===== config.mk =====
export PLATFORM = sky130hd
export DESIGN_NAME = p_pin_serializer
export DESIGN_NICKNAME = d
export VERILOG_FILES = /design/src/rtl/p_pkg.sv /design/src/rtl/p_sync_fifo.sv /design/src/rtl/p_pin_serializer.sv
export SDC_FILE = /design/constraint.sdc
export NUM_CORES = 1
export LEC_CHECK = 0
export BUFFER_PORTS_ARGS = -buffer_cell sky130_fd_sc_hd__buf_2
export CAP_MARGIN = 20
export CORE_MARGIN = 2
export CORE_UTILIZATION = 63
export DETAILED_ROUTE_END_ITERATION = 8
export PLACE_DENSITY = 0.83
export SKIP_LAST_GASP = 1
export SLEW_MARGIN = 20
export SYNTH_ARGS = -nofsm -noshare
export SYNTH_HDL_FRONTEND = slang
export SYNTH_SLANG_ARGS = --single-unit

===== constraint.sdc =====
create_clock -name pclk -period 3.8 [get_ports pclk]
set_clock_uncertainty 0.15 [all_clocks]
set_input_delay 0.38 -clock pclk [delete_from_list [all_inputs] [get_ports pclk]]
set_output_delay 0.38 -clock pclk [all_outputs]
set_load 0.02 [all_outputs]

===== src/rtl/p_pkg.sv =====
// Shared types and defaults for the pin serializer.
// PARITY exists only when P_SERIALIZER_PARITY_EN is defined.
package p_pkg;

   localparam int P_DEFAULT_DATA_WIDTH = 8;
   localparam int P_DEFAULT_FIFO_DEPTH = 4;

   typedef enum logic [1:0] {
      IDLE   = 2'd0,
      SHIFT  = 2'd1,
`ifdef P_SERIALIZER_PARITY_EN
      PARITY = 2'd2,
`endif
      GAP    = 2'd3
   } p_ser_state_e;

endpackage


===== src/rtl/p_sync_fifo.sv =====
// Small synchronous FIFO: registered count, power-of-two depth, wrapping pointers.
// Read data is the word at the read pointer; it is valid whenever empty is low.
module p_sync_fifo #(
   parameter int WIDTH = 8,
   parameter int DEPTH = 4
) (
   input  logic                       clk,
   input  logic                       rst,
   input  logic                       push,
   input  logic                       pop,
   input  logic [WIDTH-1:0]           wdata,
   output logic [WIDTH-1:0]           rdata,
   output logic                       full,
   output logic                       empty,
   output logic [$clog2(DEPTH):0]     level
);

   localparam int AW = $clog2(DEPTH);
   localparam int LW = AW + 1;

   logic [WIDTH-1:0] mem [DEPTH];
   logic [AW-1:0]    wr_ptr;
   logic [AW-1:0]    rd_ptr;
   logic [LW-1:0]    count;
   logic             do_push;
   logic             do_pop;

   assign full    = (count == LW'(DEPTH));
   assign empty   = (count == '0);
   assign do_push = push && !full;
   assign do_pop  = pop && !empty;
   assign rdata   = mem[rd_ptr];
   assign level   = count;

   always_ff @(posedge clk) begin
      if (do_push) begin
         mem[wr_ptr] <= wdata;
      end
   end

   always_ff @(posedge clk) begin
      if (rst) begin
         wr_ptr <= '0;
         rd_ptr <= '0;
         count  <= '0;
      end else begin
         if (do_push) wr_ptr <= wr_ptr + AW'(1);
         if (do_pop)  rd_ptr <= rd_ptr + AW'(1);
         case ({do_push, do_pop})
            2'b10:   count <= count + LW'(1);
            2'b01:   count <= count - LW'(1);
            default: count <= count;
         endcase
      end
   end

endmodule


===== src/rtl/p_pin_serializer.sv =====
// Parallel-to-pin serializer: FIFO-buffered words sent LSB-first on p_frame/p_sdata
// with a one-cycle gap; define P_SERIALIZER_PARITY_EN to append an even-parity bit.
module p_pin_serializer
   import p_pkg::*;
#(
   parameter int DATA_WIDTH = P_DEFAULT_DATA_WIDTH,
   parameter int FIFO_DEPTH = P_DEFAULT_FIFO_DEPTH
) (
   input  logic                          pclk,
   input  logic                          preset,
   input  logic                          in_valid,
   output logic                          in_ready,
   input  logic [DATA_WIDTH-1:0]         in_data,
   output logic                          p_frame,
   output logic                          p_sdata,
   output logic [$clog2(FIFO_DEPTH):0]   fifo_level,
   output logic                          busy,
   output logic [1:0]                    state_dbg
);

   localparam int CW = $clog2(DATA_WIDTH);

   p_ser_state_e          state;
   logic [DATA_WIDTH-1:0] shreg;
   logic [CW-1:0]         bit_cnt;
   logic [DATA_WIDTH-1:0] fifo_rdata;
   logic                  fifo_full;
   logic                  fifo_empty;
   logic                  pop;
`ifdef P_SERIALIZER_PARITY_EN
   logic                  par_bit;
`endif

   // Handshake: a word transfers on any rising edge where in_valid && in_ready;
   // in_ready is !full from the count register, so it never depends on in_valid.
   p_sync_fifo #(
      .WIDTH (DATA_WIDTH),
      .DEPTH (FIFO_DEPTH)
   ) u_fifo (
      .clk   (pclk),
      .rst   (preset),
      .push  (in_valid),
      .pop   (pop),
      .wdata (in_data),
      .rdata (fifo_rdata),
      .full  (fifo_full),
      .empty (fifo_empty),
      .level (fifo_level)
   );

   assign in_ready  = !fifo_full;
   assign pop       = ((state == IDLE) || (state == GAP)) && !fifo_empty;
   assign busy      = (state != IDLE) || (fifo_level != '0);
   assign state_dbg = state;

   // Pin outputs are registered: bit 0 is presented on the load edge, the
   // remaining bits are taken from the pre-shifted register.
   always_ff @(posedge pclk) begin
      if (preset) begin
         state   <= IDLE;
         shreg   <= '0;
         bit_cnt <= '0;
         p_frame <= 1'b0;
         p_sdata <= 1'b0;
`ifdef P_SERIALIZER_PARITY_EN
         par_bit <= 1'b0;
`endif
      end else begin
         case (state)
            IDLE, GAP: begin
               if (!fifo_empty) begin
                  state   <= SHIFT;
                  shreg   <= fifo_rdata >> 1;
                  bit_cnt <= '0;
                  p_frame <= 1'b1;
                  p_sdata <= fifo_rdata[0];
`ifdef P_SERIALIZER_PARITY_EN
                  par_bit <= ^fifo_rdata;
`endif
               end else begin
                  state   <= IDLE;
                  p_frame <= 1'b0;
                  p_sdata <= 1'b0;
               end
            end
            SHIFT: begin
               if (bit_cnt == CW'(DATA_WIDTH - 1)) begin
`ifdef P_SERIALIZER_PARITY_EN
                  state   <= PARITY;
                  p_sdata <= par_bit;
`else
                  state   <= GAP;
                  p_frame <= 1'b0;
                  p_sdata <= 1'b0;
`endif
               end else begin
                  bit_cnt <= bit_cnt + CW'(1);
                  p_sdata <= shreg[0];
                  shreg   <= shreg >> 1;
               end
            end
`ifdef P_SERIALIZER_PARITY_EN
            PARITY: begin
               state   <= GAP;
               p_frame <= 1'b0;
               p_sdata <= 1'b0;
            end
`endif
            default: begin
               state   <= IDLE;
               p_frame <= 1'b0;
               p_sdata <= 1'b0;
            end
         endcase
      end
   end

endmodule


==> flow_metrics.py <==
metrics = {
    "setup_path": {
        "crit_fanout": 13,
        "criticalPathCategory": "reg -> reg",
        "crit_arrival_ns": 2.76,
        "critPathSlowestCell": "ha_1",
        "crit_path_max_incr_delay_ns": 0.45,
        "critPathLaunchType": "register",
        "worstSetupStartpoint": "state_dbg[0]",
        "crit_path_end_kind": "register",
        "worstPathRequired_ns": 3.89,
        "path_cells": "inv_1 -> ha_1 -> nor2_1 -> ha_1 -> inv_1 -> fa_1 -> xor2_1 -> or3_2 -> a21oi_1",
        "r2r_start": "state_dbg[0]",
    },
    "clocking": {
        "htreeDepth": 2,
        "cts_tree": "yes",
        "cts_num_sinks": 55,
        "cts_setup_buffers": 0,
        "cts_buffer_depth": 2,
        "cts_buffers": 5,
        "cts_root_buf": "clkbuf_8",
        "post_cts_hold_buffer_count": 0,
        "cts.repair.resized": 0,
        "clk_latency_ns": 0.31,
        "cts.reportedPaths.clkPinSlew_ns": 0.10,
    },
    "placed_design": {
        "dp_hpwl_um": 2821,
        "pre_cts_slack_ns": 1.163,
        "placed_area_um2": 2470,
        "routabilityCongestion": 0.8350,
        "io_buffers": 19,
    },
    "yosys": {
        "yosysSeqAreaShare_pct": 60.04,
        "avgSynthCellArea_um2": 13.30,
        "ys_ff_latch": 55,
        "synth_nets": 200,
        "yosys_warnings": 0,
        "netlist_instances": 178,
        "yosys.cell_types.count": 41,
        "netlist_area_um2": 2367,
    },
    "final_layout": {
        "drive_above_1_share_pct": 22.05,
        "area_growth_syn_to_layout_pct": 8.140,
        "fin_nets": 216,
        "finalInstanceArea_um2": 2560,
        "antenna_cells": 0,
    },
    "global_route": {
        "antenna_found_initial": 0,
        "grt_max_degree": 25,
        "grt_pass1_vias": 1487,
        "grt_pass1_wl_um": 7017,
        "gr-usage-all-layers_pct": 22.52,
        "gr-total-overflow": 0,
    },
    "power": {
        "vdd_drop_max_v": 0.0004260,
        "intPower_w": 0.001163,
        "clkPwrFrac_pct": 17.3,
        "p_switching_w": 0.0006889,
        "power_density_nw_per_um2": 723.4,
        "p_leak_nw": 0.9116,
        "p_sw_share_pct": 37.20,
        "seqPwrFrac_pct": 44.5,
        "combPwrFrac_pct": 38.2,
    },
    "sta": {
        "period_needed_ns": 2.667,
        "final-setup-viol-count": 0,
        "tns_ns": 0,
        "rsz0062_at_grt": "false",
        "worst_slew_pin_slew_ns": 0.7415,
        "slew_viol_final": 0,
        "fmax_ghz": 0.3749,
        "finalHoldViolCount": 0,
        "setup_slack_ns": 1.133,
        "min_period_over_period_pct": 70.19,
        "slew_headroom_pct": 50.57,
    },
    "detailed_routing": {
        "drt-wirelength-per-cell_um": 16.74,
        "avgViaCountPerCell": 5.967,
        "dr_total_vias": 1450,
        "drt_wl_total_um": 4067,
        "first_pass_iters": 4,
        "ant_nets": 0,
        "post-route-drc-count": 0,
        "drt_iter0_drc": 199,
    },
    "floorplan": {
        "die_w_um": 65.30,
        "ios": 20,
        "start_util_pct": 65.15,
        "fp-row-count": 22,
        "die_h_um": 65.30,
        "fp.dieArea_um2": 4264,
        "core-area_um2": 3633,
    },
    "flow_run": {
        "cap_violations": 0,
    },
    "hold_path": {
        "hold_start": "in_data[1]",
        "min_path_type": "in -> reg",
    },
    "run_status": {
        "outcome": "finished, final reports clean",
    },
}
-- power by group through the flow --
stage | Clock [W] | Sequential [W] | Combinational, W
after CTS | 0.000331 | 0.000826 | 0.000708
after floorplan | 0 | 0.000834 | 0.000546
after global placement | 0 | 0.000828 | 0.000660
final | 0.000320 | 0.000825 | 0.000707
after detailed placement | 0 | 0.000840 | 0.000703
after global routing | 0.000349 | 0.000843 | 0.000786
-- metal layers --
metal	wire length [µm]	GRT usage [%]	part of all wire, %	vias up
li1	-	-	-	702
met1	1772	29.29	44	713
met2	2062	36.48	51	30
met3	160	5.993	3.9	5
met4	72	8.594	1.8	0
met5	0	0	0	-
-- stage by stage --
step	std cells	hold slack (ns)	power, W	utilization, %
6_report	243	0.1280	0.001852	70.45
5_1_grt	243	0.1233	0.001978	70.45
4_1_cts	243	0.1164	0.001865	70.45
3_5_place_dp	235	0.3250	0.001543	67.98
3_3_place_gp	235	0.3112	0.001487	67.98
2_1_floorplan	178	0.3036	0.001379	-
-- final timing paths --
path | slack [ns] | to | cells past startpoint
max | 1.13 | u_fifo.level[2] | 9
min | 0.13 | u_fifo.mem[1][1] | 1
max reg2reg | 1.13 | u_fifo.level[2] | 9
min reg2reg | 0.34 | bit_cnt[2] | 2
-- logic make-up (layout without fill, tap and decap cells) --
logic type | count (synthesis) | after routing | share of synthesized area (%)
compound gates | 35 | 35 | 9.408
buf+inv | 18 | 35 | 3.488
xor+xnor | 2 | 2 | 0.7401
fa+ha+maj | 11 | 11 | 6.131
mux | 10 | 10 | 8.509
simple gates | 47 | 47 | 11.68
flops | 55 | 55 | 60.04
-- Yosys cell counts --
library cell | number | area [µm²]
a21oi_2 | 1 | 8.760
buf_2 | 2 | 10.01
o211ai_1 | 1 | 7.510
a32o_1 | 1 | 10.01
o2bb2ai_1 | 1 | 8.760
buf_4 | 1 | 7.510
xor2_1 | 2 | 17.52
mux2i_1 | 1 | 10.01
nand2_1 | 10 | 37.54
inv_1 | 8 | 30.03
mux4_2 | 8 | 180.2
fa_1 | 1 | 20.02
nand4b_1 | 1 | 8.760
a21o_1 | 2 | 15.01
or3_1 | 1 | 6.260
nor2_1 | 7 | 26.28
buf_1 | 1 | 3.750
a311oi_1 | 6 | 52.55
nor2b_1 | 2 | 12.51
clkbuf_2 | 1 | 5.000
or3b_1 | 1 | 8.760
edfxtp_1 | 32 | 960.9
o21ai_0 | 5 | 25.02
nor3b_1 | 1 | 7.510
nor4_2 | 1 | 12.51
mux2_2 | 1 | 11.26
nor4_1 | 2 | 12.51
or3_2 | 1 | 7.510
nand3_1 | 2 | 10.01
nand3b_1 | 1 | 7.510
nand2b_1 | 7 | 43.79
nor3_2 | 1 | 10.01
a21oi_1 | 16 | 80.08
ha_1 | 10 | 125.1
or4_1 | 3 | 22.52
o31ai_1 | 2 | 15.01
buf_6 | 1 | 11.26
and3_2 | 4 | 30.03
nand4_1 | 2 | 12.51
dfxtp_1 | 23 | 460.4
clkbuf_1 | 4 | 15.01
-- registers in the layout, summed over array words and instances, names as in the netlist, named ones only --
name,count
bit_cnt,3
p_sdata,1
u_fifo.wr_ptr,2
u_fifo.mem,32
state_dbg,2
u_fifo.rd_ptr,2
shreg,7
u_fifo.level,3
p_frame,1
-- placed cells by master, fill, tap and decap left out, drive strengths merged, types with 4 or more instances in the layout --
cell type	count
a21oi	17
a311oi	6
and3	4
buf	19
clkbuf	6
dfxtp	23
edfxtp	32
ha	10
inv	9
mux4	8
nand2	10
nand2b	7
nor2	7
o21ai	5
-- worst max-delay path: cells and delay by family, from the launching register on --
kind / cells / cell delay [ns]
fa+ha+maj: 3 / 1.02
flops: 1 / 0.40
buf+inv: 2 / 0.14
xor+xnor: 1 / 0.16
compound gates: 1 / 0.15
simple gates: 2 / 0.56
-- final cells by class --
class	count	area, µm²
clock buffer	6	72.57
multi-input combinational	105	863.3
clock inverter	2	17.52
timing repair buffer	19	95.09
inverter	8	30.03
tap	48	60.06
sequential	55	1421
fill	259	1074
No activity file was read; power rests on OpenSTA's default activity.
